## src/rtl/upc_checkout_ctrl.sv

```systemverilog
// -----------------------------------------------------------------------------
// upc_checkout_ctrl
//
// Checkout-lane sequencer for the UPC checker. A scan press captures the UPC
// code and secret mark into registers that feed the external combinational
// checker. The checker gets one full cycle to settle. Its verdict is then
// sampled into saturating item / discounted / stolen tallies. A stolen verdict
// parks the lane in an alarm state until the operator presses clear.
//
// Ports
//   clk            system clock
//   reset_n        asynchronous, active-low reset
//   scan           active-high scan request (asynchronous when SYNC_EN=1)
//   clear          active-high operator clear (asynchronous when SYNC_EN=1)
//   upc_in[2:0]    UPC code {U,P,C}
//   mark_in        secret mark
//   discounted_in  checker verdict for upc_q/mark_q
//   stolen_in      checker verdict for upc_q/mark_q
//   upc_q[2:0]     registered UPC code driven to the checker and display
//   mark_q         registered mark driven to the checker
//   busy           a scan is in flight (LATCH or EVAL)
//   done           one-cycle pulse in the cycle the verdict is sampled
//   alarm          lane alarm, high while in ALARM
//   item_cnt       items scanned (saturating)
//   disc_cnt       items judged discounted (saturating)
//   stolen_cnt     items judged stolen (saturating)
//   state_dbg[1:0] current FSM state (IDLE=0, LATCH=1, EVAL=2, ALARM=3)
//
// Request/response semantics: scan and clear are edge requests. Only the
// 0->1 transition of the synchronized level counts, so holding a key gives a
// single request. A scan edge is accepted only in IDLE. Scan edges that arrive
// while busy=1 or alarm=1 are dropped, not queued. Every accepted scan produces
// exactly one done pulse two cycles after its edge. The tallies reflect that
// item from the cycle after done.
// -----------------------------------------------------------------------------
module upc_checkout_ctrl #(
    parameter int COUNT_W = 4,
    parameter bit SYNC_EN = 1'b1
) (
    input  logic               clk,
    input  logic               reset_n,
    input  logic               scan,
    input  logic               clear,
    input  logic [2:0]         upc_in,
    input  logic               mark_in,
    input  logic               discounted_in,
    input  logic               stolen_in,
    output logic [2:0]         upc_q,
    output logic               mark_q,
    output logic               busy,
    output logic               done,
    output logic               alarm,
    output logic [COUNT_W-1:0] item_cnt,
    output logic [COUNT_W-1:0] disc_cnt,
    output logic [COUNT_W-1:0] stolen_cnt,
    output logic [1:0]         state_dbg
);

    typedef enum logic [1:0] {
        IDLE  = 2'd0,
        LATCH = 2'd1,
        EVAL  = 2'd2,
        ALARM = 2'd3
    } state_t;

    localparam logic [COUNT_W-1:0] CNT_MAX = '1;
    localparam logic [COUNT_W-1:0] CNT_ONE = COUNT_W'(1);

    state_t state;
    state_t state_nx;

    // ------------------------------------------------------------------
    // Input conditioning.
    // *_m is the metastability stage. *_s is the synchronized level. *_d is
    // that level one cycle later, used for edge detection. With SYNC_EN=0 the
    // metastability stage is bypassed. The level is still registered once, so
    // the edge pulse lands one edge after the input is first sampled high.
    // ------------------------------------------------------------------
    logic scan_m, scan_s, scan_d;
    logic clear_m, clear_s, clear_d;
    logic scan_rise, clear_rise;

    always_ff @(posedge clk or negedge reset_n) begin
        if (!reset_n) begin
            scan_m  <= 1'b0;
            scan_s  <= 1'b0;
            scan_d  <= 1'b0;
            clear_m <= 1'b0;
            clear_s <= 1'b0;
            clear_d <= 1'b0;
        end else begin
            scan_m  <= scan;
            clear_m <= clear;
            scan_s  <= SYNC_EN ? scan_m  : scan;
            clear_s <= SYNC_EN ? clear_m : clear;
            scan_d  <= scan_s;
            clear_d <= clear_s;
        end
    end

    assign scan_rise  = scan_s  & ~scan_d;
    assign clear_rise = clear_s & ~clear_d;

    // ------------------------------------------------------------------
    // FSM state register
    // ------------------------------------------------------------------
    always_ff @(posedge clk or negedge reset_n) begin
        if (!reset_n) begin
            state <= IDLE;
        end else begin
            state <= state_nx;
        end
    end

    // ------------------------------------------------------------------
    // Next state and datapath strobes
    // ------------------------------------------------------------------
    logic capture;     // load upc_q/mark_q from the switches
    logic cnt_clear;   // zero all tallies
    logic cnt_update;  // fold the checker verdict into the tallies

    always_comb begin
        state_nx   = state;
        capture    = 1'b0;
        cnt_clear  = 1'b0;
        cnt_update = 1'b0;
        case (state)
            IDLE: begin
                // Clear has priority. A scan arriving in the same cycle is lost.
                if (clear_rise) begin
                    cnt_clear = 1'b1;
                end else if (scan_rise) begin
                    capture  = 1'b1;
                    state_nx = LATCH;
                end
            end
            LATCH: begin
                // Settling cycle for the external checker on the new upc_q/mark_q.
                state_nx = EVAL;
            end
            EVAL: begin
                cnt_update = 1'b1;
                state_nx   = stolen_in ? ALARM : IDLE;
            end
            ALARM: begin
                if (clear_rise) begin
                    state_nx = IDLE;
                end
            end
            default: begin
                state_nx = IDLE;
            end
        endcase
    end

    assign busy      = (state == LATCH) || (state == EVAL);
    assign done      = (state == EVAL);
    assign alarm     = (state == ALARM);
    assign state_dbg = state;

    // ------------------------------------------------------------------
    // Captured item. This register holds through LATCH/EVAL, so switch
    // activity after the scan cannot disturb the item being judged.
    // ------------------------------------------------------------------
    always_ff @(posedge clk or negedge reset_n) begin
        if (!reset_n) begin
            upc_q  <= 3'b000;
            mark_q <= 1'b0;
        end else if (capture) begin
            upc_q  <= upc_in;
            mark_q <= mark_in;
        end
    end

    // ------------------------------------------------------------------
    // Saturating tallies. Each counter saturates on its own, so a full
    // item_cnt does not stop disc_cnt or stolen_cnt from advancing.
    // ------------------------------------------------------------------
    function automatic logic [COUNT_W-1:0] sat_inc(input logic [COUNT_W-1:0] v,
                                                   input logic               en);
        if (en && (v != CNT_MAX)) begin
            return v + CNT_ONE;
        end
        return v;
    endfunction

    always_ff @(posedge clk or negedge reset_n) begin
        if (!reset_n) begin
            item_cnt   <= '0;
            disc_cnt   <= '0;
            stolen_cnt <= '0;
        end else if (cnt_clear) begin
            item_cnt   <= '0;
            disc_cnt   <= '0;
            stolen_cnt <= '0;
        end else if (cnt_update) begin
            item_cnt   <= sat_inc(item_cnt,   1'b1);
            disc_cnt   <= sat_inc(disc_cnt,   discounted_in);
            stolen_cnt <= sat_inc(stolen_cnt, stolen_in);
        end
    end

endmodule

```

## config.mk

```make
export PLATFORM = sky130hd
export DESIGN_NAME = upc_checkout_ctrl
export DESIGN_NICKNAME = d
export VERILOG_FILES = /design/src/rtl/upc_checkout_ctrl.sv
export SDC_FILE = /design/constraint.sdc
export NUM_CORES = 1
export LEC_CHECK = 0
export ABC_AREA = 1
export CELL_PAD_IN_SITES_DETAIL_PLACEMENT = 1
export CELL_PAD_IN_SITES_GLOBAL_PLACEMENT = 1
export CORE_MARGIN = 2
export CORE_UTILIZATION = 35
export DETAILED_ROUTE_END_ITERATION = 16
export GPL_ROUTABILITY_DRIVEN = 0
export GPL_TIMING_DRIVEN = 0
export PLACE_DENSITY = 0.9
export SYNTH_ARGS = -nofsm -noshare
export SYNTH_HDL_FRONTEND = slang
export SYNTH_SLANG_ARGS = --single-unit
```

## constraint.sdc

```tcl
create_clock -name clk -period 1.7 [get_ports clk]
set_input_delay 0.34 -clock clk [delete_from_list [all_inputs] [get_ports clk]]
set_output_delay 0.34 -clock clk [all_outputs]
set_load 0.005 [all_outputs]
```

==> results by group, run 1 <==
Global routing
  • First-pass GRT wire length: 5.38 mm
  • Total track usage: 17.5%
  • Initial antenna violation count: 0
  • GRT overflow: 0
  • Pin count of the biggest net entering global routing: 25
  • Number of global-route vias before repair: 1172

Synth
  • Cell count after synthesis: 142
  • Synthesized area per cell: 8.42 sq um
  • Register area share after synthesis: 50.2%
  • Largest cells by area after synthesis: dfrtp_1 50%, nand2_1 12%, ha_1 6.3%
  • Synthesis Warnings: 0
  • Post-Syn Area: 0.00120 sq mm
  • #FFs+latches synth: 24
  • Area leader, netlist: dfrtp_1
  • Post-synth top area share: 50.2%
  • Synthesized Nets: 158
  • Distinct cells, synth: 20

Floorplanning
  • Die Height: 62.5 um
  • # IOs: 31
  • Initial core utilization: 36.1%
  • Die X: 62.5 um
  • Number of core rows: 21
  • Core area: 0.00331 sq mm
  • Die area: 0.00390 sq mm

Setup path
  • Critical path data required time: 1.36 ns
  • Max incr delay on CP: 0.53 ns
  • CP Class: flip-flop to output port
  • Crit path max-delay family: buffers and inverters
  • Setup crit end kind: output port
  • Crit-path cells: clkdlybuf4s50_1
  • Crit path DAT: 1.32 ns
  • CP Launch Type: flip-flop
  • Bufs and invs on worst path: 1
  • CP max stage cell: clkdlybuf4s50_1
  • Crit Path Max Fanout: 5
  • R2R setup slack: 0.23 ns

Drt
  • Post-DR wirelength/cell: 14.7 um
  • Drt first pass iters: 4
  • Detailed Route WL: 3.41 mm
  • Initial drt markers: 38
  • DRC: 0
  • Via count: 1120
  • Post-route ant nets: 0
  • Routed vias/inst: 4.83

CTS
  • CTS tree: yes
  • Clock Tree Root: clkbuf_4
  • Clock slew at reported path FFs: 0.15 ns
  • # clock sinks: 24
  • Htree depth: 1
  • Clock Latency Late Sink: 0.34 ns
  • Total CTS buffers: 3
  • CTS Buffer Depth: 2

Flow run
  • Total of max-cap violations: 0

Timing
  • Worst Skew: 0.0115 ns
  • Final period util: 97.6%
  • Minimum clock period: 1.66 ns
  • Slew Limit Fails: 0
  • Tightest Pin Transition: 1.10 ns
  • Setup violations, final: 0
  • Worst setup margin: 0.0407 ns
  • Max Freq: 0.603 GHz
  • Total negative setup slack: 0 ns
  • Slew HR: 26.1%
  • Hold_ws: 0.367 ns
  • Final hold violations: 0

Layout
  • Antenna diode count: 0
  • Layout Nets: 203
  • Layout cells sized above 1: 24.2%
  • Area Growth Syn to Fin: 42.3%
  • Final Cell Area: 0.00170 sq mm

Power
  • Pwr per Cell Area: 1580 mW/mm^2
  • Pleak: 0.834 nW
  • Tot Pwr: 2.68 mW
  • Max IR drop VDD: 0.714 mV

Placement
  • Post-place setup slack: -0.0730 ns
  • Post-DP HPWL: 2.24 mm
  • Post-placement cell area: 0.00155 sq mm
  • Port bufs: 30

Worst hold path
  • HP Class: flip-flop to flip-flop

Status
  • Outcome: finished, final reports clean
[power by group]
group	leakage (nW)	internal (mW)	total (mW)	switching (mW)
registers	0.294	0.756	0.954	0.198
logic	0.512	0.680	1.29	0.613
clock network	0.0279	0.239	0.437	0.198
[layer usage]
layer  global-route usage [%]  share of wire (%)  wire length, um
met5                        0                  0                0
met4                     8.33                1.8               60
met3                     2.88                4.9              167
met2                     31.9                 52             1760
met1                     19.7                 42             1420
[cell families after synthesis]
kind of cell / count (synthesis) / synth area share (%)
flip-flops: 24 / 50.2
adder cells (fa/ha/maj): 6 / 6.28
AO/OA/AOI/OAI: 11 / 5.34
buffers and inverters: 21 / 6.90
AND/OR/NAND/NOR: 80 / 31.3
[path summary, 6_finish.rpt]
| check | start | to | cells past startpoint |
|---|---|---|---|
| worst max-delay path | stolen_cnt[1] | stolen_cnt[1] | 1 |
| worst min-delay path | scan_m | scan_s | 0 |
| worst max register to register | state_dbg[1] | stolen_cnt[0] | 9 |
| worst min register to register | scan_m | scan_s | 0 |
| max in group asynchronous | reset_n | item_cnt[2] | 1 |
| min in group asynchronous | reset_n | upc_q[2] | 1 |
[through the flow]
stage                     util [%]  std cells
final                         51.4        232
after global placement        46.9        218
after global routing          51.4        232
after detailed placement      46.9        218
after CTS                     49.4        224
after floorplan                  -        142
[layout make-up]
class | instances | area (sq um)
fill | 407 | 1610
sequential | 24 | 609
multi-input combinational | 97 | 526
timing repair buffer | 40 | 374
inverter | 20 | 77.6
tap | 46 | 57.6
clock inverter | 1 | 30.0
clock buffer | 3 | 22.5
buffer | 1 | 5.00
[state kept, by name, summed over array words and instances (netlist names)]
signal and cells:
disc_cnt 4, item_cnt 4, stolen_cnt 4, upc_q 3
state_dbg 2, clear_d 1, clear_m 1, clear_s 1
mark_q 1, scan_d 1, scan_m 1, scan_s 1
[placed cells by master (no fill, tap or decap), types with 3 or more instances in the layout]
| cell | n |
|---|---|
| dfrtp_1 | 17 |
| nor2_1 | 14 |
| nand3_1 | 8 |
| ha_1 | 5 |
| dfrtp_2 | 7 |
| buf_4 | 8 |
| clkdlybuf4s50_1 | 25 |
| nand4_1 | 8 |
| nand3_2 | 3 |
| nand2_1 | 39 |
| o21ai_1 | 4 |
| inv_2 | 5 |
| clkbuf_4 | 3 |
| inv_1 | 12 |
| nor2_2 | 3 |
| nand2_2 | 4 |
[synth_stat cells (all sizes together)]
cell type  number
ha              6
o21ai           6
buf             1
inv            17
dfrtp          24
nor2           17
clkinv          3
nand2          44
a31oi           1
nand4           8
nand3          11
a21oi           4
[repair_timing]
item / CTS / global route
hold buffers: 0 / 0
buffers inserted: 2 / 8
gates cloned: 0 / 0
gates resized for setup: 13 / 10
endpoints found under the setup margin: 5 / 11
(Power assumes the default switching activity.)
==> run 2: changes to the inputs <==
--- a/config.mk
+++ b/config.mk
@@ -10,10 +10,13 @@
 export CELL_PAD_IN_SITES_GLOBAL_PLACEMENT = 1
 export CORE_MARGIN = 2
 export CORE_UTILIZATION = 35
+export CTS_CLUSTER_SIZE = 24
 export DETAILED_ROUTE_END_ITERATION = 16
 export GPL_ROUTABILITY_DRIVEN = 0
 export GPL_TIMING_DRIVEN = 0
+export HOLD_SLACK_MARGIN = 0.05
 export PLACE_DENSITY = 0.9
 export SYNTH_ARGS = -nofsm -noshare
 export SYNTH_HDL_FRONTEND = slang
 export SYNTH_SLANG_ARGS = --single-unit
+export TNS_END_PERCENT = 50
==> run 2 against run 1 <==
Die area stayed put; flip-flop and latch count unchanged; highest routed layer unchanged; non-clock buffer count fell by 4; wire length is 0.97% lower; hold slack gained 0.0048 ns; critical path depth is the same; total power down 2.3%; via count shrank 1.7%; combinational power decreased by 5%; clock skew is 0.0073 ns lower; worst setup slack gained 0.0011 ns.
==> results by group, run 2 (synthesized netlist as in run 1, its figures left out) <==
Status
  • Outcome: finished, final reports clean

Timing
  • Worst Skew: 0.00419 ns (-0.00727 ns)
  • Slew HR: 27.2% (+1.1 points)
  • Total negative setup slack: 0 ns (unchanged)
  • Final hold violations: 0 (unchanged)
  • Setup violations, final: 0 (unchanged)
  • Final period util: 97.5% (about the same)
  • Slew Limit Fails: 0 (unchanged)
  • Max Freq: 0.603 GHz (about the same)
  • Tightest Pin Transition: 1.09 ns (-0.0167 ns)
  • Minimum clock period: 1.66 ns (-0.00112 ns)
  • Worst setup margin: 0.0419 ns (+0.00112 ns)

Drt
  • Post-route ant nets: 0 (unchanged)
  • Initial drt markers: 34 (-11%)
  • Drt first pass iters: 4 (unchanged)
  • Detailed Route WL: 3.38 mm (-0.97%)
  • Post-DR wirelength/cell: 14.8 um (+0.77%)
  • DRC: 0 (unchanged)
  • Via count: 1101 (-1.7%)
  • Routed vias/inst: 4.83 (about the same)

Placement
  • Post-DP HPWL: 2.24 mm (unchanged)
  • Post-place setup slack: -0.0730 ns (unchanged)
  • Port bufs: 30 (unchanged)

CTS
  • # clock sinks: 24 (unchanged)
  • Total CTS buffers: 3 (unchanged)
  • CTS Buffer Depth: 2 (unchanged)
  • Htree depth: 1 (unchanged)
  • Clock Tree Root: clkbuf_4
  • Clock slew at reported path FFs: 0.15 ns (about the same)
  • Post-CTS Hold Buffers: 0 (unchanged)
  • CTS tree: yes
  • Clock Latency Late Sink: 0.33 ns (about the same)

Floorplanning
  • # IOs: 31 (unchanged)
  • Core area: 0.00331 sq mm (unchanged)
  • Die Height: 62.5 um (unchanged)
  • Number of core rows: 21 (unchanged)
  • Die area: 0.00390 sq mm (unchanged)
  • Die X: 62.5 um (unchanged)
  • Initial core utilization: 36.1% (unchanged)

Setup path
  • Setup crit end kind: output port
  • Crit Path Max Fanout: 5 (unchanged)
  • Crit-path cells: clkdlybuf4s50_1
  • Bufs and invs on worst path: 1 (unchanged)
  • Max incr delay on CP: 0.53 ns (about the same)
  • Crit path DAT: 1.32 ns (about the same)
  • R2R setup slack: 0.21 ns (-0.02 ns)
  • Crit path max-delay family: buffers and inverters
  • Critical path data required time: 1.36 ns (about the same)
  • CP Launch Type: flip-flop
  • CP max stage cell: clkdlybuf4s50_1
  • CP Class: flip-flop to output port

Global routing
  • GRT overflow: 0 (unchanged)
  • First-pass GRT wire length: 5.38 mm (unchanged)
  • Number of global-route vias before repair: 1172 (unchanged)
  • Initial antenna violation count: 0 (unchanged)
  • Total track usage: 17.5% (unchanged)
  • Pin count of the biggest net entering global routing: 25 (unchanged)

Flow run
  • Total of max-cap violations: 0 (unchanged)

Power
  • Pleak: 0.862 nW (+3.4%)
  • Max IR drop VDD: 0.656 mV (-8.2%)
  • Pwr per Cell Area: 1560 mW/mm^2 (-0.96%)

Worst hold path
  • HP Class: flip-flop to flip-flop

Layout
  • Commonest non-fill, non-tap cell in the layout: nand2_1
  • Area Growth Syn to Fin: 40.4%
  • Most frequent cells in the layout: 39 x nand2_1, 22 x clkdlybuf4s50_1, 17 x dfrtp_1
  • Biggest regs: disc_cnt (4), item_cnt (4), stolen_cnt (4)
  • Layout Nets: 199 (-2.0%)
  • Antenna diode count: 0 (unchanged)
  • Layout cells sized above 1: 22.5% (-1.7 points)
run 2: cell count changes in the layout (fill, tap and decap cells not counted):
cell	delta
dlymetal6s2s_1	+3
clkdlybuf4s50_1	-3
buf_4	-4
run 2: worst register-to-register path: stages (launching register included):
cell and delay, ns:
dfrtp_1 0.43, inv_2 0.12, ha_1 0.26, nand3_2 0.16
buf_2 0.24, nand4_1 0.12, nand2_1 0.06
run 2: final cells by class:
cell class,instances,area (sq um)
clock inverters,1,30.0
inverters,20,77.6
repair buffers,36,352
flip-flops and latches,24,609
multi-input cells,97,526
plain buffers,1,5.00
well taps,46,57.6
fillers,416,1630
clock buffers,3,22.5
run 2: what timing repair did:
| item | in CTS | in global routing |
|---|---|---|
| pin swaps | 0 | 0 |
| endpoints found under the setup margin | 5 | 11 |
| gates resized for setup | 13 | 13 |
| setup buffers | 2 | 4 |
| cloned | 0 | 0 |
run 2: layer usage:
metal	part of all wire [%]	global-route usage (%)	wire (um)
met4	2.4	8.33	80
met1	41	19.7	1370
met3	4.4	2.88	148
met5	0	0	0
met2	53	31.9	1780
run 2: worst paths after layout:
check,to,cells past startpoint,startpoint
worst max-delay path,stolen_cnt[1],1,stolen_cnt[1]
worst max register to register,state_dbg[0],6,state_dbg[0]
max in group asynchronous,disc_cnt[0],1,reset_n
worst min register to register,scan_s,0,scan_m
min in group asynchronous,clear_s,1,reset_n
worst min-delay path,scan_s,0,scan_m
run 2: power breakdown:
group	switching (mW)	internal, mW	leakage (nW)
clock network	0.195	0.239	0.0279
logic	0.597	0.629	0.541
registers	0.208	0.756	0.294
total	0.999	1.62	0.862
run 2: per-stage QoR:
step,total power [mW],hold WS [ns],std cells,cell area (sq um),util (%)
6_report,2.62,0.372,228,1680,50.7
5_1_grt,2.83,0.400,228,1680,50.7
4_1_cts,2.53,0.370,224,1640,49.4
3_5_place_dp,2.06,0.338,218,1550,46.9
3_3_place_gp,1.98,0.334,218,1550,46.9
2_1_floorplan,1.45,0.0444,142,1200,-
